<file path="config.mk">
export PLATFORM = sky130hd
export DESIGN_NAME = game_screen_ctrl
export DESIGN_NICKNAME = d
export VERILOG_FILES = /design/src/rtl/game_screen_ctrl.sv
export SDC_FILE = /design/constraint.sdc
export NUM_CORES = 1
export LEC_CHECK = 0
export BUFFER_PORTS_ARGS = -buffer_cell sky130_fd_sc_hd__buf_4
export CAP_MARGIN = 20
export CORE_ASPECT_RATIO = 0.7
export CORE_UTILIZATION = 34
export DETAILED_ROUTE_END_ITERATION = 12
export HOLD_SLACK_MARGIN = 0.03
export PLACE_DENSITY = 0.76
export REMOVE_ABC_BUFFERS = 1
export SLEW_MARGIN = 10
export SYNTH_ARGS = -nofsm -noshare
export SYNTH_HDL_FRONTEND = slang
export SYNTH_SLANG_ARGS = --single-unit
</file>
<file path="constraint.sdc">
create_clock -name clk -period 1.4 [get_ports clk]
set_input_delay 0.14 -clock clk [delete_from_list [all_inputs] [get_ports clk]]
set_output_delay 0.14 -clock clk [all_outputs]
set_load 0.01 [all_outputs]
</file>
<file path="src/rtl/game_screen_ctrl.sv">
`default_nettype none
// ============================================================================
// Module   : game_screen_ctrl
// Brief    : Game state sequencer (idle/play/win/lose) with frame-aligned
//            overlay pixel selection for the VGA output.
// Revision : 1.0 - initial release
// ============================================================================
module game_screen_ctrl #(
    parameter int WIN_SCORE   = 50,
    parameter int HOLD_FRAMES = 180,
    parameter int CNT_W       = 8
) (
    input  logic        clk,
    input  logic        reset_n,
    input  logic        frame_tick,
    input  logic        video_on,
    input  logic        start_btn,
    input  logic        crash,
    input  logic [5:0]  score_in,
    input  logic [11:0] start_pix,
    input  logic [11:0] play_pix,
    input  logic [11:0] win_pix,
    input  logic [11:0] lose_pix,
    output logic [11:0] pix_out,
    output logic        game_run,
    output logic        game_reset,
    output logic [1:0]  state_out
);

    localparam logic [1:0]       c_st_idle   = 2'd0;
    localparam logic [1:0]       c_st_play   = 2'd1;
    localparam logic [1:0]       c_st_win    = 2'd2;
    localparam logic [1:0]       c_st_lose   = 2'd3;
    localparam logic [5:0]       c_win_score = 6'(WIN_SCORE);
    localparam logic [CNT_W-1:0] c_hold_last = CNT_W'(HOLD_FRAMES - 1);

    logic [1:0]       r_state;
    logic [1:0]       w_state_nxt;
    logic [1:0]       r_disp;
    logic             r_btn_prev;
    logic             r_go;
    logic             r_game_reset;
    logic [CNT_W-1:0] r_hold_cnt;
    logic [11:0]      r_pix;
    logic [11:0]      w_scr_pix;
    logic             w_btn_rise;
    logic             w_in_hold;
    logic             w_hold_done;
    logic             w_go;

    assign w_btn_rise  = start_btn & ~r_btn_prev;
    assign w_in_hold   = (r_state == c_st_win) || (r_state == c_st_lose);
    assign w_hold_done = w_in_hold && frame_tick && (r_hold_cnt == c_hold_last);
    // Only idle->play and hold-expiry->idle leave a non-play state; both restart the game.
    assign w_go        = (r_state != c_st_play) && (w_state_nxt != r_state);

    always_ff @(posedge clk or negedge reset_n) begin
        if (!reset_n) begin
            r_state <= c_st_idle;
        end else begin
            r_state <= w_state_nxt;
        end
    end

    always_comb begin
        w_state_nxt = r_state;
        case (r_state)
            c_st_idle: begin
                if (w_btn_rise) w_state_nxt = c_st_play;
            end
            c_st_play: begin
                if (score_in >= c_win_score) w_state_nxt = c_st_win;
                else if (crash)              w_state_nxt = c_st_lose;
            end
            default: begin
                if (w_hold_done) w_state_nxt = c_st_idle;
            end
        endcase
    end

    always_comb begin
        game_run  = (r_state == c_st_play);
        state_out = r_state;
        case (r_disp)
            c_st_idle: w_scr_pix = start_pix;
            c_st_play: w_scr_pix = play_pix;
            c_st_win:  w_scr_pix = win_pix;
            default:   w_scr_pix = lose_pix;
        endcase
    end

    always_ff @(posedge clk or negedge reset_n) begin
        if (!reset_n) begin
            r_btn_prev   <= 1'b0;
            r_go         <= 1'b0;
            r_game_reset <= 1'b0;
            r_hold_cnt   <= '0;
            r_disp       <= c_st_idle;
            r_pix        <= 12'h000;
        end else begin
            r_btn_prev   <= start_btn;
            r_go         <= w_go;
            r_game_reset <= r_go;
            if (!w_in_hold || w_hold_done) begin
                r_hold_cnt <= '0;
            end else if (frame_tick) begin
                r_hold_cnt <= r_hold_cnt + 1'b1;
            end
            // Next state is latched so a change on the tick cycle shows this frame.
            if (frame_tick) begin
                r_disp <= w_state_nxt;
            end
            r_pix <= video_on ? w_scr_pix : 12'h000;
        end
    end

    assign pix_out    = r_pix;
    assign game_reset = r_game_reset;

endmodule
`default_nettype wire
</file>
==> results.txt <==
The flow ran to the end, but the final reports show violations. The checks that failed: negative setup slack. The number of maximum-capacitance constraint violations is 0.

The number of antenna cells inserted is 0. The most used flip-flop cell after synthesis is sky130_fd_sc_hd__dfrtp_1. The register-to-register setup slack came out at -0.07 ns. The number of vias per cell after detailed routing is 5.146. The cell family contributing the most delay on the critical path is simple AND/OR/NAND/NOR gates. From left edge to right edge, the die measures 77.32 um.

Setup repair after global routing could not meet its margin everywhere. At the placement stage, the worst setup path has a slack of -0.1149 ns. The fraction of power spent switching nets came out at 32.82%. The sum of buffers and inverters on the critical path is 0. The vertical extent of the die is 54.72 um.

The nature of the critical path startpoint is a flip-flop. The maximum clock frequency came out at 681.7 MHz. The number of global-route vias before repair is 1198. The insertion delay to the later sink of the worst-skew pair is 0.28 ns. The count of yosys warnings during synthesis is 0. The peak supply drop is 0.0005252 V.

The slowest library cell on the worst path is sky130_fd_sc_hd__or4b_4. The first global-routing pass estimated 5885 um of wire. The routed length per instance is 16.98 um. Overall power consumption after layout is estimated at 3.014 mW. The final period demand of the worst path is 1.467 ns.

In this run the tightest slew margin relative to its limit is 62.90%. After the last flow step, the layout net total stands at approximately 250. The root buffer cell chosen for the clock tree is sky130_fd_sc_hd__clkbuf_8. The critical path data required time is 1.56 ns. In this run the standard cell core region covers about 3600 sq um. The total DRC errors in the routed layout is 0.

The analysis attributes to cell leakage a power of 1.025 nW. The count of state elements after synthesis is 27. The quantity of I/O buffers inserted on ports came out at 74. The storage element area came out at around 680 sq um. The worst path arrival time came out at around 1.6 ns. The share of the clock period used by the worst path after layout is 104.8%. STA classifies the critical path endpoint as a flip-flop. The final worst slack is -0.06694 ns. In this design, the stage delay of the slowest critical-path cell is 0.59 ns.

The hold-critical path depth is 3. The area of the die came out at 4231 sq um. The initial antenna violation count came out at 0. The initial utilization of the core area, before any placement, comes to 37.00%. Of all nets on the critical path, the largest fanout is 5. The count of routing violations after the opening detailed-route iteration is 64.

The footprint of the multi-input gates came out at 699.4 sq um. From synthesis to final layout, the design area changed by 59.78%. The final estimated routing congestion in global placement came out at 0.7510.

The switching component of the power is 989.1 uW. The launch instance of the worst register-to-register path is r_hold_cnt[6]$_DFFE_PN0P_. The endpoint identified for the worst register-to-register timing path is r_disp[0]$_DFFE_PN0P_. The count of nets left with antenna violations once routing finished came out at 0.

The routed layout has between 1000 and 1500 vias. The summed instance area of the synthesized netlist is 1350 sq um. Entering global routing, the biggest net connects 28 pins. The number of cells on the worst reg-to-reg path is 3. The fraction of the core area covered by cells at the end of the flow is roughly three fifths.

At the pin with the least slew margin, the transition time is between 0.5 and 0.6 ns. The share of synthesized area occupied by flip-flops and latches is 50.05%. The post-synthesis instance total is slightly above 100.

The number of top-level pins is 76. The internal power of the cells came out at 2.024 mW. Sequential cells burn 37.9% of the power.

Clock-pin slew was measured on the worst setup and hold paths at approximately 0.09 ns. The total global routing track utilization is 19.38%. The final worst clock skew came out at 0.002412 ns. Walking the worst path, the cells encountered are or4b_4 > o21ai_4 > a41oi_2.

The synthesized area per cell is around 13 sq um. The worst hold path begins at crash. The count of flip-flops with a built-in enable after synthesis is 0. The worst min-delay path endpoint is state_out[1]$_DFF_PN0_. Counting the buffers created by CTS gives 3. The total power divided by cell area is 1397 nW/um^2. The number of clock sinks is 27. The setup path with the least slack is of type flip-flop to flip-flop. The fraction of layout instances using a drive strength above 1 came out at 62.11%. The share of total power in combinational logic is 47.0%.

Wires add up to 4074 um. The final number of max-transition violations is 0. The number of fill cells came out at 309. The worst hold path belongs to the class input pin to flip-flop.

The setup-violating endpoint count in the final report is 5. The total overflow left after global routing is 0. The detailed placement HPWL came out at 3183 um. The clock passes through at most 2 buffers. The distinct cell type count after synthesis is 31.

The count of endpoints failing hold in the final timing report is 0. The share of synthesized flip-flops with an asynchronous set or reset is 100.0%. The CTS tree is done. The clock network burns 15.2% of the power.

The worst hold slack after final layout is 0.1338 ns. The count of standard-cell rows is 18. The pre-antenna-repair detailed-routing pass consisted of 4 iterations. The number of H-tree levels is 1.
-- cells in the mapped netlist, drive strengths merged (2+ instances only) --
cell	count	area, sq um
nor2	6	22.52
xor2	2	17.52
buf	3	16.26
or3	4	25.02
nand4	4	25.02
nand3	2	10.01
and2	12	75.07
mux4	12	270.3
nand2	3	11.26
a31oi	2	12.51
inv	2	7.510
o21ai	6	41.29
a21oi	4	20.02
dfrtp	27	675.7
-- sequential cells by signal, indices dropped and copies added, names as in the netlist --
name	cells
r_disp	2
r_btn_prev	1
game_reset	1
pix_out	12
state_out	2
r_hold_cnt	8
r_go	1
-- layout make-up --
type                            count  area share [%]
Multi-Input combinational cell     71           32.42
Sequential cell                    27           31.32
Timing Repair Buffer               86           30.74
Tap cell                           50           2.900
Clock buffer                        3           1.914
Clock inverter                      1          0.3480
Inverter                            2          0.3480
-- worst max-delay path by stage --
stage / from / end / depth (start not counted)
after global routing: r_hold_cnt[6]$_DFFE_PN0P_ / r_disp[0]$_DFFE_PN0P_ / 3
after detailed placement: r_hold_cnt[2]$_DFFE_PN0P_ / r_disp[0]$_DFFE_PN0P_ / 3
final: r_hold_cnt[6]$_DFFE_PN0P_ / r_disp[0]$_DFFE_PN0P_ / 3
after floorplan: r_disp[0]$_DFFE_PN0P_ / pix_out[0]$_DFF_PN0_ / 2
after CTS: r_hold_cnt[2]$_DFFE_PN0P_ / r_disp[0]$_DFFE_PN0P_ / 3
after global placement: r_hold_cnt[2]$_DFFE_PN0P_ / r_disp[0]$_DFFE_PN0P_ / 3
-- placed cells by master, fill, tap and decap left out, types with 2 or more instances in the layout --
cell	instances
sky130_fd_sc_hd__and2_1	3
sky130_fd_sc_hd__nand4_1	4
sky130_fd_sc_hd__dlygate4sd3_1	2
sky130_fd_sc_hd__or3_1	4
sky130_fd_sc_hd__nand3_1	2
sky130_fd_sc_hd__clkbuf_8	3
sky130_fd_sc_hd__a21oi_2	3
sky130_fd_sc_hd__o21ai_4	2
sky130_fd_sc_hd__xor2_1	2
sky130_fd_sc_hd__mux4_2	12
sky130_fd_sc_hd__nand2_1	3
sky130_fd_sc_hd__and2_4	9
sky130_fd_sc_hd__nor2_1	5
sky130_fd_sc_hd__inv_1	2
sky130_fd_sc_hd__a31oi_1	2
sky130_fd_sc_hd__dfrtp_1	27
sky130_fd_sc_hd__o21ai_0	5
sky130_fd_sc_hd__buf_4	83
-- kinds of logic after synthesis --
group / count (synthesis) / synth area share [%]
AO/OA/AOI/OAI: 16 / 8.435
XOR/XNOR: 3 / 1.947
adder cells (fa/ha/maj): 1 / 0.9266
buffers and inverters: 6 / 2.038
flip-flops: 27 / 50.05
multiplexers: 13 / 20.76
AND/OR/NAND/NOR: 37 / 15.85
-- tightest hold or removal path, cell delays in order --
cell,delay [ns]
sky130_fd_sc_hd__buf_4,0.08
sky130_fd_sc_hd__o21ai_0,0.10
sky130_fd_sc_hd__nand2_1,0.07
-- power groups by stage --
stage / Sequential, mW / Clock [mW] / Combinational [mW]
floorplan: 1.26 / 0 / 0.553
global placement: 1.14 / 0 / 1.26
detailed placement: 1.15 / 0 / 1.31
CTS: 1.14 / 0.470 / 1.36
global route: 1.17 / 0.496 / 1.53
finish: 1.14 / 0.457 / 1.41
-- per-stage QoR --
| stage | TNS, ns | instance area [sq um] | cells |
|---|---|---|---|
| floorplan | -2.018 | 1330 | 99 |
| global placement | -0.1632 | 2013 | 230 |
| detailed placement | -0.5879 | 2013 | 230 |
| CTS | -0.3132 | 2113 | 239 |
| global route | -0.6850 | 2157 | 240 |
| finish | -0.1823 | 2157 | 240 |
-- metal layers --
metal  global-route usage [%]  wire [um]  vias up
met2                    32.01       2089       36
met1                    25.55       1745      627
met4                    9.119         88        0
li1                         -          -      560
met3                    3.333        150       12
met5                        0          0        -
-- what timing repair did --
item | in CTS | in global routing
pin swaps | 5 | 8
endpoints found under the hold margin | 28 | 0
hold buffers | 2 | 0
cloned | 1 | 0
endpoints found under the setup margin | 14 | 21
setup buffers | 2 | 1
resized for setup | 3 | 11
Note: power is estimated with default switching activity, not from simulation.
